## src/rtl/bpsk_pkg.sv

```systemverilog
// Shared types and sine-table generation for the BPSK transmitter.
// Differential encoding is selected in the modulator by the BPSK_DIFF_EN macro.
package bpsk_pkg;

   localparam int unsigned DataWidthDef     = 12;
   localparam int unsigned SineTableSizeDef = 32;
   localparam int unsigned WavelengthDef    = 2 * SineTableSizeDef;
   localparam int unsigned PhaseWidth       = $clog2(WavelengthDef);

   typedef logic signed [DataWidthDef-1:0] sample_t;

   typedef enum logic [0:0] {
      StIdle,
      StSend
   } state_e;

   // Positive half-wave entry i: round((2^(dw-1)-1) * sin(pi*i/size)); never negative.
   function automatic int sine_entry(input int unsigned i, input int unsigned table_size,
                                     input int unsigned data_width);
      real amp;
      real ang;
      amp = real'((1 << (data_width - 1)) - 1);
      ang = 3.14159265358979323846 * real'(i) / real'(table_size);
      return $rtoi(amp * $sin(ang) + 0.5);
   endfunction

endpackage

```

## src/rtl/sine_lut.sv

```systemverilog
// Registered sine ROM: half-wave table, second half produced by negation.
// Output is forced to zero when not enabled so the idle line stays quiet.
module sine_lut
   import bpsk_pkg::*;
#(
   parameter int unsigned DATA_WIDTH      = 12,
   parameter int unsigned SINE_TABLE_SIZE = 32
) (
   input  logic                                   clk_i,
   input  logic                                   rst_ni,
   input  logic                                   en_i,
   input  logic [$clog2(2*SINE_TABLE_SIZE)-1:0]   index_i,
   output logic signed [DATA_WIDTH-1:0]           value_o
);

   localparam int unsigned AddrW = $clog2(SINE_TABLE_SIZE);

   logic signed [DATA_WIDTH-1:0] half_tab [SINE_TABLE_SIZE];
   logic signed [DATA_WIDTH-1:0] value_q;
   logic [AddrW-1:0]             addr;
   logic                         neg_half;

   for (genvar g = 0; g < SINE_TABLE_SIZE; g++) begin : g_tab
      assign half_tab[g] = DATA_WIDTH'(sine_entry(g, SINE_TABLE_SIZE, DATA_WIDTH));
   end

   assign addr     = index_i[AddrW-1:0];
   assign neg_half = index_i[AddrW];

   always_ff @(posedge clk_i or negedge rst_ni) begin
      if (!rst_ni) begin
         value_q <= '0;
      end else if (!en_i) begin
         value_q <= '0;
      end else begin
         value_q <= neg_half ? -half_tab[addr] : half_tab[addr];
      end
   end

   assign value_o = value_q;

endmodule

```

## src/rtl/bpsk_modulator.sv

```systemverilog
// BPSK transmitter: serialises packets MSB-first onto a table-driven sine carrier.
// Define BPSK_DIFF_EN for differential encoding (a data 1 flips the carrier phase).
module bpsk_modulator
   import bpsk_pkg::*;
#(
   parameter int unsigned DATA_WIDTH      = 12,
   parameter int unsigned SINE_TABLE_SIZE = 32,
   parameter int unsigned WAVELENGTH      = 2 * SINE_TABLE_SIZE,
   parameter int unsigned CYCLES_PER_BIT  = 1,
   parameter int unsigned PACKET_SIZE     = 16
) (
   input  logic                         clock,
   input  logic                         reset_n,
   input  logic [PACKET_SIZE-1:0]       pkt_data,
   input  logic                         pkt_valid,
   output logic                         pkt_ready,
   output logic signed [DATA_WIDTH-1:0] sample,
   output logic                         sample_valid,
   output logic                         bit_out,
   output logic                         sym_start,
   output logic                         busy
);

   localparam int unsigned PhaseW     = $clog2(WAVELENGTH);
   localparam int unsigned SampPerBit = CYCLES_PER_BIT * WAVELENGTH;
   localparam int unsigned CntW       = $clog2(SampPerBit);
   localparam int unsigned BitW       = (PACKET_SIZE > 1) ? $clog2(PACKET_SIZE) : 1;

   if (WAVELENGTH != 2 * SINE_TABLE_SIZE) begin : g_bad_wavelength
      $error("WAVELENGTH must equal 2*SINE_TABLE_SIZE");
   end

   state_e                 state_q, state_d;
   logic [PhaseW-1:0]      phase_q, phase_d;
   logic [CntW-1:0]        samp_cnt_q, samp_cnt_d;
   logic [BitW-1:0]        bit_cnt_q, bit_cnt_d;
   logic [PACKET_SIZE-1:0] shreg_q, shreg_d;
`ifdef BPSK_DIFF_EN
   logic                   t_prev_q, t_prev_d;
`endif
   logic                   ready_en_q;
   logic                   sample_valid_q, bit_out_q, sym_start_q;

   logic                   symbol;
   logic                   last_bit_sample;
   logic                   last_sample;
   logic                   accept;
   logic [PhaseW-1:0]      lut_index;

   always_ff @(posedge clock or negedge reset_n) begin
      if (!reset_n) begin
         state_q        <= StIdle;
         phase_q        <= '0;
         samp_cnt_q     <= '0;
         bit_cnt_q      <= '0;
         shreg_q        <= '0;
`ifdef BPSK_DIFF_EN
         t_prev_q       <= 1'b1;
`endif
         ready_en_q     <= 1'b0;
         sample_valid_q <= 1'b0;
         bit_out_q      <= 1'b0;
         sym_start_q    <= 1'b0;
      end else begin
         state_q        <= state_d;
         phase_q        <= phase_d;
         samp_cnt_q     <= samp_cnt_d;
         bit_cnt_q      <= bit_cnt_d;
         shreg_q        <= shreg_d;
`ifdef BPSK_DIFF_EN
         t_prev_q       <= t_prev_d;
`endif
         ready_en_q     <= 1'b1;
         sample_valid_q <= busy;
         bit_out_q      <= busy & symbol;
         sym_start_q    <= busy & (samp_cnt_q == '0);
      end
   end

   always_comb begin
      state_d    = state_q;
      phase_d    = phase_q;
      samp_cnt_d = samp_cnt_q;
      bit_cnt_d  = bit_cnt_q;
      shreg_d    = shreg_q;
`ifdef BPSK_DIFF_EN
      t_prev_d   = t_prev_q;
`endif
      unique case (state_q)
         StIdle: begin
            if (accept) begin
               state_d    = StSend;
               phase_d    = '0;
               samp_cnt_d = '0;
               bit_cnt_d  = '0;
               shreg_d    = pkt_data;
`ifdef BPSK_DIFF_EN
               t_prev_d   = 1'b1;
`endif
            end
         end
         StSend: begin
            phase_d = phase_q + 1'b1;
            if (last_bit_sample) begin
               samp_cnt_d = '0;
`ifdef BPSK_DIFF_EN
               t_prev_d   = symbol;
`endif
               if (last_sample) begin
                  bit_cnt_d = '0;
                  // Back-to-back load keeps the phase running for a gapless carrier.
                  if (accept) begin
                     shreg_d = pkt_data;
                  end else begin
                     state_d = StIdle;
                  end
               end else begin
                  bit_cnt_d = bit_cnt_q + 1'b1;
                  shreg_d   = shreg_q << 1;
               end
            end else begin
               samp_cnt_d = samp_cnt_q + 1'b1;
            end
         end
         default: state_d = StIdle;
      endcase
   end

   always_comb begin
      busy            = (state_q == StSend);
      last_bit_sample = busy && (samp_cnt_q == CntW'(SampPerBit - 1));
      last_sample     = last_bit_sample && (bit_cnt_q == BitW'(PACKET_SIZE - 1));
      pkt_ready       = ready_en_q & ((state_q == StIdle) | last_sample);
      accept          = pkt_valid & pkt_ready;
`ifdef BPSK_DIFF_EN
      symbol          = t_prev_q ^ shreg_q[PACKET_SIZE-1];
`else
      symbol          = shreg_q[PACKET_SIZE-1];
`endif
      lut_index       = phase_q + (symbol ? PhaseW'(0) : PhaseW'(WAVELENGTH / 2));
   end

   sine_lut #(
      .DATA_WIDTH      (DATA_WIDTH),
      .SINE_TABLE_SIZE (SINE_TABLE_SIZE)
   ) u_sine_lut (
      .clk_i   (clock),
      .rst_ni  (reset_n),
      .en_i    (busy),
      .index_i (lut_index),
      .value_o (sample)
   );

   assign sample_valid = sample_valid_q;
   assign bit_out      = bit_out_q;
   assign sym_start    = sym_start_q;

endmodule

```

## config.mk

```make
export PLATFORM = sky130hd
export DESIGN_NAME = bpsk_modulator
export DESIGN_NICKNAME = d
export VERILOG_FILES = /design/src/rtl/bpsk_pkg.sv /design/src/rtl/sine_lut.sv /design/src/rtl/bpsk_modulator.sv
export SDC_FILE = /design/constraint.sdc
export NUM_CORES = 1
export LEC_CHECK = 0
export ABC_CLOCK_PERIOD_IN_PS = 3000
export BUFFER_PORTS_ARGS = -buffer_cell sky130_fd_sc_hd__buf_2
export CORE_MARGIN = 1
export CORE_UTILIZATION = 53
export DETAILED_ROUTE_END_ITERATION = 16
export PLACE_DENSITY = 0.75
export REMOVE_ABC_BUFFERS = 1
export SYNTH_ARGS = -nofsm -noshare
export SYNTH_HDL_FRONTEND = slang
export SYNTH_SLANG_ARGS = --single-unit
```

## constraint.sdc

```tcl
create_clock -name clock -period 3 [get_ports clock]
set_input_delay 0.75 -clock clock [delete_from_list [all_inputs] [get_ports clock]]
set_output_delay 0.75 -clock clock [all_outputs]
set_load 0.03 [all_outputs]
```

# ---- Word-level counts from Yosys, hierarchy flattened
# Memories as Yosys holds them, arrays and structs flattened.
# Index checks and enable logic that the tools add are counted.
dict set report op_classes {
  add_sub_neg 5
  n_mul 0
  n_div 0
  n_lt_le_gt_ge 1
  eq_ne 4
  shifts 0
  mux 21
  bitwise 7
  n_reduce_logical 4
}
# cell count
set op_table {}
lappend op_table {{2-to-1 mux 12 bit} 4}
lappend op_table {{2-to-1 mux 16 bit} 3}
lappend op_table {{case mux 16 bit (2 select lines)} 1}
lappend op_table {{case mux 6 bit (2 select lines)} 2}
lappend op_table {{2-to-1 mux 6 bit} 3}
lappend op_table {{adder 6 x 1 -> 6 bit, second input constant} 2}
lappend op_table {{2-to-1 mux 4 bit} 3}
lappend op_table {{negator 12 bit} 1}
lappend op_table {{case mux 4 bit (2 select lines)} 1}
lappend op_table {{adder 6 bit} 1}
lappend op_table {{equality test 6 bit, second input constant} 1}
lappend op_table {{>= comparator 6 bit, second input constant} 1}
lappend op_table {{zero test 6 bit} 1}
lappend op_table {{inverter 5 -> 6 bit} 1}
lappend op_table {{adder 4 x 1 -> 4 bit, second input constant} 1}
lappend op_table {{bitwise AND 1 bit} 4}
lappend op_table {{equality test 4 bit, second input constant} 1}
lappend op_table {{2-to-1 mux 1 bit} 3}
lappend op_table {{logical AND 1 bit} 2}
lappend op_table {{!= test 2 x 1 -> 1 bit, second input constant} 1}
lappend op_table {{!= test 2 bit, second input constant} 1}
lappend op_table {{case mux 1 bit (2 select lines)} 1}
lappend op_table {{AND reduction 2 bit} 1}
lappend op_table {{inverter 1 bit} 1}
lappend op_table {{bitwise OR 1 bit} 1}
dict set report word_totals {
  regBits 49
  latchBits 0
  ramBits 0
  romBits 384
  wordCells 53
  memories 1
}
# memory words width rd rd_ports_with_merged_regs wr line
set mem_list {}
lappend mem_list {{(no name shown)} 32 12 1 0 0 sine_lut.sv:36} ;# value_q <= neg_half ? -half_tab[addr] : half_tab[addr];

# ---- Longest topological paths before layout
# Gate-level depths: netlist (run 1).
dict set report logic_depth {
  ltp_word 10
  mapped_depth 13
  ltp_nobuf 11
}

# ---- Modules after synthesis
# A second synthesis (run 1) with hierarchy kept.
dict set report unflattened {
  hier_cells 329
  hier_area_um2 3139.3
}
# module instances cells_per_inst area_each_um2 seq_area_each_um2
set by_module_without_submodules {}
lappend by_module_without_submodules {bpsk_modulator 1 154 1707.9 925.9}
lappend by_module_without_submodules {sine_lut 1 175 1431.4 300.3}

# ---- Least setup slack after synthesis (run 1)
# OpenSTA, ideal clock, no wires.
dict set report synth_path {
  kind {reg-to-reg}
  start {register phase_q[0]}
  end {register u_sine_lut.value_q[11] (netlist: u_sine_lut.value_o[11])}
  arrival_time_ns 2.694
  required_ns 2.874
  slack_ns 0.180
  path_stages_with_launch 11
  n_path_buf 2
  synth_period_minus_slack_ns 2.820
  path_cell_list {dfrtp_1 > clkbuf_1 > inv_1 > ha_1 > clkbuf_1 > mux2_2 > a32oi_4 > o311ai_4 > nor4_4 > nand3_1 > o311a_1}
}
dict set report synth_between {
  elab_chain_len 8
}
# item line
set synth_rtl {}
lappend synth_rtl {{start: declaration} bpsk_modulator.sv:34} ;# logic [PhaseW-1:0] phase_q, phase_d;
lappend synth_rtl {{start signal: assignment} bpsk_modulator.sv:66} ;# phase_q <= phase_d;
lappend synth_rtl {{adder 6 bit *} bpsk_modulator.sv:140} ;# lut_index = phase_q + (symbol ? PhaseW'(0) : PhaseW'(WAVELENGTH / 2));
lappend synth_rtl {{inverter 5 -> 6 bit (not written as such)} sine_lut.sv:36}
lappend synth_rtl {{memory read (32 x 12 bit)} -}
lappend synth_rtl {{2-to-1 mux 12 bit (not written as such) (2 in a row)} sine_lut.sv:36}
lappend synth_rtl {{negator 12 bit} sine_lut.sv:36}
lappend synth_rtl {{2-to-1 mux 12 bit *} sine_lut.sv:36}
lappend synth_rtl {{2-to-1 mux 12 bit *} sine_lut.sv:33} ;# end else if (!en_i) begin
lappend synth_rtl {{end signal: assignment} sine_lut.sv:36}
lappend synth_rtl {{end: declaration} sine_lut.sv:19} ;# logic signed [DATA_WIDTH-1:0] value_q;
# Mark *: on every way between the ends. The rest lies on a longest branch, timed or not. The select of a mux whose other input is x is not followed.
# A chain may end at the register's enable or synchronous reset.

# ---- Worst setup path after layout (run 1)
dict set report layout_path {
  start {register phase_q[1]}
  end {register u_sine_lut.value_q[6] (netlist: u_sine_lut.value_o[6])}
}
# Same word-level chain as after synthesis.

==> results.toml, run 1 <==
[timing]
period_needed_ns = 2.721
fmax_mhz = 367.5
finalSetupViolCount = 0
tightestPinTransition_ns = 0.6174
final_hold_viol_count = 0
fin_hold_ws_ns = 0.2392
drv_slew = 0
fin_tns_setup_ns = 0
skew_ns = 0.006808
period_share = 0.9071
rsz0062_at_grt = "false"
max-slew-margin-rel = 0.5870

[critical_path]
cp_num_buf_inv = 2
slowest_delay_ns = 0.43
crit_family = "compound AO/OA/AOI/OAI gates"
end_kind = "flop"
worstPathRequired_ns = 3.20
cp_max_fo = 10
crit_arrival_ns = 2.93
worstSetupPathType = "flop to flop"
cp_slowest_cell = "ha_1"
crit_chain = "inv_1 > ha_1 > or2_1 > a21oi_1 > o2bb2ai_1 > inv_1 > ha_1 > o2111ai_1 > o41ai_1 > xnor2_1 > and2_1"
start_kind = "flop"

[yosys]
synthMuxAreaShare = 0.04776
synth-seq-area-share = 0.4000
syn_area_per_cell_um2 = 8.937
yosys.area_share.simple = 0.1984
synth-async-reset-ratio = 1.000
yosys_warnings = 0
syn_inst = 343
synthXorXnorAreaFrac = 0.03143
synth_edf_count = 0
synth_top_family_by_area = "compound AO/OA/AOI/OAI gates"
yosys.cell_types.count = 58
synth_area_mm2 = 0.003065
ys_ff_latch = 49
synth_fa_ha_area_frac = 0.04898
synth-compound-area-share = 0.2192
synth_flop_cell = "dfrtp_1"

[run_status]
status = "finished clean"

[clocking]
htree_levels = 2
ctsRootBufferMaster = "clkbuf_8"
post_cts_buffers = 0
clock-sinks = 49
cts_tree = "done"
cts.repair.resized = 0
cts_hold_buf = 0
clkTransAtPathRegs_ns = 0.10
cts_buffers = 5
clk-insertion-delay-late_ns = 0.31
cts_buffer_depth = 2

[placed_design]
dpl-instance-area_mm2 = 0.003337
gp_congestion = 0.9592
port_buffers = 35
dp_hpwl_um = 4939

[die]
die_y_um = 78.05
initial_core_util = 0.5533
dieArea_mm2 = 0.006092
die_w_um = 78.05
coreArea_mm2 = 0.005540
rows = 27
pin_count = 36

[global_routing]
overflow = 0
grt_pass1_vias = 2322
antenna_found_initial = 0
grt_pass1_wl_um = 11240
grt_max_degree = 25
grtUsageTotal = 0.2344

[cells_and_area]
nets = 409
synthToLayoutAreaGrowth_pct = 11.96
antennaDiodeCount = 0
drive_gt1_frac = 0.1847
design_area_mm2 = 0.003432

[min_path]
min_path_type = "primary input to async pin"

[detailed_routing]
wl_per_cell_um = 15.08
viasPerCell = 5.860
drtIter0Drc = 179
wl_um = 6802
routed-via-count = 2643
antenna_left = 0
drtPass1Iterations = 4
drc_errors = 0

[power]
power.density_mw_per_mm2 = 320.0
vdd_ir_drop_max_mv = 0.1629
p_leak_nw = 1.438

[flow_run]
drv_cap = 0
kinds of logic (layout without fill, tap and decap cells):
kind of cell / Yosys count / after routing
DFF: 49 / 49
muxes: 13 / 13
adders and majority gates: 12 / 12
other: 1 / 1
AOI/OAI and AO/OA: 97 / 97
and+or+nand+nor: 124 / 124
buffers and inverters: 36 / 72
xor gates and xnor gates: 11 / 11
stage by stage:
step | util | instances | power [mW] | worst slack (ns)
final | 0.6195 | 451 | 1.098 | 0.2786
after global routing | 0.6195 | 451 | 1.143 | 0.1321
after CTS | 0.6195 | 451 | 1.109 | 0.3013
after detailed placement | 0.6023 | 443 | 0.7028 | 0.3138
after global placement | 0.6023 | 443 | 0.7025 | 0.4571
after floorplan | - | 320 | 0.6756 | -0.2626
cell usage after synthesis (all sizes together) (2+ instances only):
cell | n | area [um2]
or2 | 3 | 18.77
nor2 | 37 | 138.9
ha | 12 | 150.1
nand2b | 7 | 43.79
mux2 | 3 | 33.78
and3 | 3 | 18.77
o2111ai | 2 | 17.52
o311ai | 2 | 35.04
mux2i | 9 | 90.09
nor4 | 2 | 27.53
o41ai | 4 | 35.03
nor3 | 4 | 20.02
a21oi | 21 | 105.1
o21ai | 22 | 110.1
o22ai | 16 | 100.1
nand2 | 35 | 131.4
or3 | 2 | 17.52
a31oi | 4 | 25.02
and4 | 2 | 17.52
o211ai | 3 | 22.52
xnor2 | 7 | 61.31
nand4 | 2 | 12.51
clkbuf | 15 | 56.30
nand3 | 11 | 55.05
nand3b | 2 | 15.01
dfrtp | 49 | 1226
inv | 13 | 48.80
a211o | 2 | 17.52
and2 | 7 | 43.79
o31ai | 4 | 30.03
a21o | 2 | 15.01
xor2 | 4 | 35.03
nor2b | 6 | 37.54
buf | 8 | 57.55
a311oi | 2 | 23.77
sequential cells by signal (all words and copies together), names as in the netlist:
signal,flops
samp_cnt_q,6
phase_q,6
sym_start,1
ready_en_q,1
u_sine_lut.value_o,12
busy,1
sample_valid,1
shreg_q,16
bit_cnt_q,4
bit_out,1
metal layers:
metal,track usage,up-vias,share of wire
met5,0,-,0
met4,0.08333,0,0.018
met3,0.03140,11,0.046
met2,0.3728,71,0.47
met1,0.3285,1269,0.47
li1,-,1292,-
final cells by class:
| cell class | instances | area [um2] |
|---|---|---|
| clock buffer | 5 | 68.82 |
| clock inverter | 3 | 26.28 |
| fill | 472 | 2108 |
| inverter | 13 | 48.80 |
| multi-input combinational | 258 | 1677 |
| sequential | 49 | 1226 |
| tap | 72 | 90.09 |
| timing repair buffer | 51 | 295.3 |
final timing paths:
path	slack (ns)	cells after the start	startpoint	end
max	0.28	11	phase_q[1]	u_sine_lut.value_o[6]
min	0.24	1	reset_n	bit_cnt_q[2]
max reg2reg	0.28	11	phase_q[1]	u_sine_lut.value_o[6]
min reg2reg	0.49	1	samp_cnt_q[5]	sym_start
max in group asynchronous	2.25	2	reset_n	shreg_q[9]
min in group clock	0.49	1	samp_cnt_q[5]	sym_start
layout by cell type (no fill, tap or decap), types with 3 or more instances in the layout:
cell type	instances
dfrtp_1	49
nor2_1	37
nand2_1	35
buf_2	35
a21oi_1	21
o21ai_0	20
o22ai_1	16
buf_4	16
inv_1	13
ha_1	12
nand3_1	11
mux2i_1	9
xnor2_1	7
nand2b_1	7
and2_1	7
nor2b_1	6
clkbuf_8	5
o31ai_1	4
a31oi_1	4
nor3_1	4
o41ai_1	4
xor2_1	4
mux2_2	3
or2_1	3
o211ai_1	3
and3_1	3
where the power goes:
group / switching (mW) / total, mW / internal, mW
clock network: 0.240 / 0.409 / 0.170
logic: 0.0167 / 0.0276 / 0.0108
registers: 0.000644 / 0.661 / 0.661
total: 0.257 / 1.10 / 0.841
(Power assumes the default switching activity.)
==> run 2: changes to the inputs <==
ABC_AREA = 1   (was not set)
==> run 2 against run 1 <==
Sequential power is essentially flat. Non-clock buffer count shrank 10. Core utilization shrank 1.3 points. Synthesized area shrank 0.33%. Die area shrank 0.32%. Critical endpoint is now pkt_ready. Register-to-register slack gained 0.26 ns. Sequential share of layout area grew 0.76 points. Clock skew shrank 0.00087 ns. Fmax grew 10%. Power shrank 0.89%. Combinational power shrank 3%.
==> results.toml, run 2 <==
[global_routing]
antenna_found_initial = 0
grt_pass1_wl_um = 12050
grtUsageTotal = 0.2498
grt_max_degree = 44
grt_pass1_vias = 2634
overflow = 0

[detailed_routing]
routed-via-count = 2855
drtPass1Iterations = 5
wl_per_cell_um = 13.01
viasPerCell = 5.356
drtIter0Drc = 166
wl_um = 6934
antenna_left = 0
drc_errors = 0

[yosys]
synth_edf_count = 0
synth_flop_cell = "dfrtp_1"
ys_ff_latch = 49
synth_top_area_share = 0.4013
yosys.area.top_type = "dfrtp_1"
syn_inst = 428
syn_area_per_cell_um2 = 7.139
synth-async-reset-ratio = 1.000
synthXorXnorAreaFrac = 0.01147
synth_commonest_cells = "nand2_1, inv_1, dfrtp_1"
post-synth-top-count-cell = "nand2_1"
synth_area_leaders = "dfrtp_1, nand2_1, inv_1"
synth_area_mm2 = 0.003055
yosys_warnings = 0
synthMuxAreaShare = 0
synth-seq-area-share = 0.4013
synth_top_family_by_area = "simple AND/OR/NAND/NOR gates"
synth_fa_ha_area_frac = 0.04914
synth-compound-area-share = 0.1478
yosys.cell_types.count = 33
yosys.area_share.simple = 0.2879

[timing]
fmax_mhz = 404.1
drv_slew = 0
final_hold_viol_count = 0
fin_hold_ws_ns = 0.2466
skew_ns = 0.005933
tightestPinTransition_ns = 0.5685
fin_tns_setup_ns = 0
finalSetupViolCount = 0
period_share = 0.8249
period_needed_ns = 2.475
max-slew-margin-rel = 0.6201
rsz0062_at_grt = "false"

[power]
power.density_mw_per_mm2 = 323.9
vdd_ir_drop_max_mv = 0.1999
p_leak_nw = 1.813
p_total_mw = 1.088

[cells_and_area]
nFillCells = 516
drive_gt1_frac = 0.1367
synthToLayoutAreaGrowth_pct = 9.992
design_area_mm2 = 0.003361
final_common_cell = "nand2_1"
largest_reg_flops = 16
top_register = "shreg_q"
antennaDiodeCount = 0
nets = 491
mostFrequentLayoutCells = "nand2_1, inv_1, dfrtp_1"

[clocking]
cts_buffers = 5
clkTransAtPathRegs_ns = 0.09
cts_tree = "done"
cts.repair.resized = 0
clock-sinks = 49
cts_buffer_depth = 2
clk-insertion-delay-late_ns = 0.31
htree_levels = 2
ctsRootBufferMaster = "clkbuf_8"
post_cts_buffers = 0
cts_hold_buf = 0

[die]
die_y_um = 77.93
rows = 27
dieArea_mm2 = 0.006072
pin_count = 36
coreArea_mm2 = 0.005540
die_w_um = 77.93
initial_core_util = 0.5515

[critical_path]
end_kind = "output pin"
worstPathRequired_ns = 2.25
crit_arrival_ns = 1.72
cp_max_fo = 4
cp_slowest_cell = "dfrtp_1"
slowest_delay_ns = 0.38
start_kind = "flop"
crit_chain = "ha_1 > nand3_1 > nor2_2 > nand4_1 > a21oi_1 > buf_2"
crit_family = "simple AND/OR/NAND/NOR gates"
cp_num_buf_inv = 1
worstSetupPathType = "flop to output pin"

[placed_design]
port_buffers = 35
dp_hpwl_um = 5076
dpl-instance-area_mm2 = 0.003274
gp_congestion = 0.9123

[min_path]
min_path_type = "primary input to async pin"

[flow_run]
drv_cap = 0

[run_status]
status = "finished clean"
==> run 2: cell count changes in the layout (fill, tap and decap cells not counted), moves of 7 or more <==
cell / previous run / this run
buf_4: 16 / 6
inv_1: 13 / 52
mux2i_1: 9 / 0
nand2_1: 35 / 115
nand2b_1: 7 / 0
nand3_1: 11 / 37
o21ai_0: 20 / 32
==> run 2: layout make-up <==
cell class,count,area [um2],share of cell area
Multi-Input combinational cell,305,1520,0.4523
Sequential cell,49,1226,0.3649
Timing Repair Buffer,41,220.2,0.06552
Inverter,58,217.7,0.06478
Tap cell,72,90.09,0.02681
Clock buffer,6,72.57,0.02159
Clock inverter,2,13.76,0.004095
==> run 2: report_power, final <==
group          internal [mW]  total [mW]  switching [mW]
Clock                  0.167       0.400           0.234
Combinational         0.0100      0.0269          0.0169
Sequential             0.661       0.661        0.000682
==> run 2: logic make-up (layout without fill, tap and decap cells) <==
family	after synthesis	count (layout)
AO/OA/AOI/OAI	82	82
flip-flops	49	49
XOR/XNOR	4	4
buffers and inverters	74	107
adder cells (fa/ha/maj)	12	12
AND/OR/NAND/NOR	206	206
other	1	1
==> run 2: path summary, 6_finish.rpt <==
check                              start                endpoint  slack, ns  cells after the start
max                        samp_cnt_q[1]               pkt_ready       0.53                      6
min                              reset_n  u_sine_lut.value_o[11]       0.25                      1
max reg2reg                   phase_q[0]  u_sine_lut.value_o[10]       0.54                     15
min reg2reg                   shreg_q[7]              shreg_q[7]       0.50                      2
max in group asynchronous        reset_n              phase_q[4]       2.00                      2
min in group clock            shreg_q[7]              shreg_q[7]       0.50                      2
==> run 2: layer usage <==
| metal | wire length (um) | vias to the layer above | global-route usage |
|---|---|---|---|
| met5 | 0 | - | 0 |
| met1 | 3171 | 1296 | 0.3396 |
| li1 | - | 1452 | - |
| met2 | 3221 | 98 | 0.4071 |
| met4 | 89 | 0 | 0.07222 |
| met3 | 450 | 9 | 0.04588 |
==> run 2: stage by stage <==
| step | cells | util | setup slack [ns] |
|---|---|---|---|
| global route | 533 | 0.6066 | 0.2216 |
| CTS | 533 | 0.6066 | 0.5342 |
| finish | 533 | 0.6066 | 0.5253 |
| global placement | 525 | 0.5910 | 0.6707 |
| detailed placement | 525 | 0.5910 | 0.5740 |
| floorplan | 412 | - | 0.5921 |
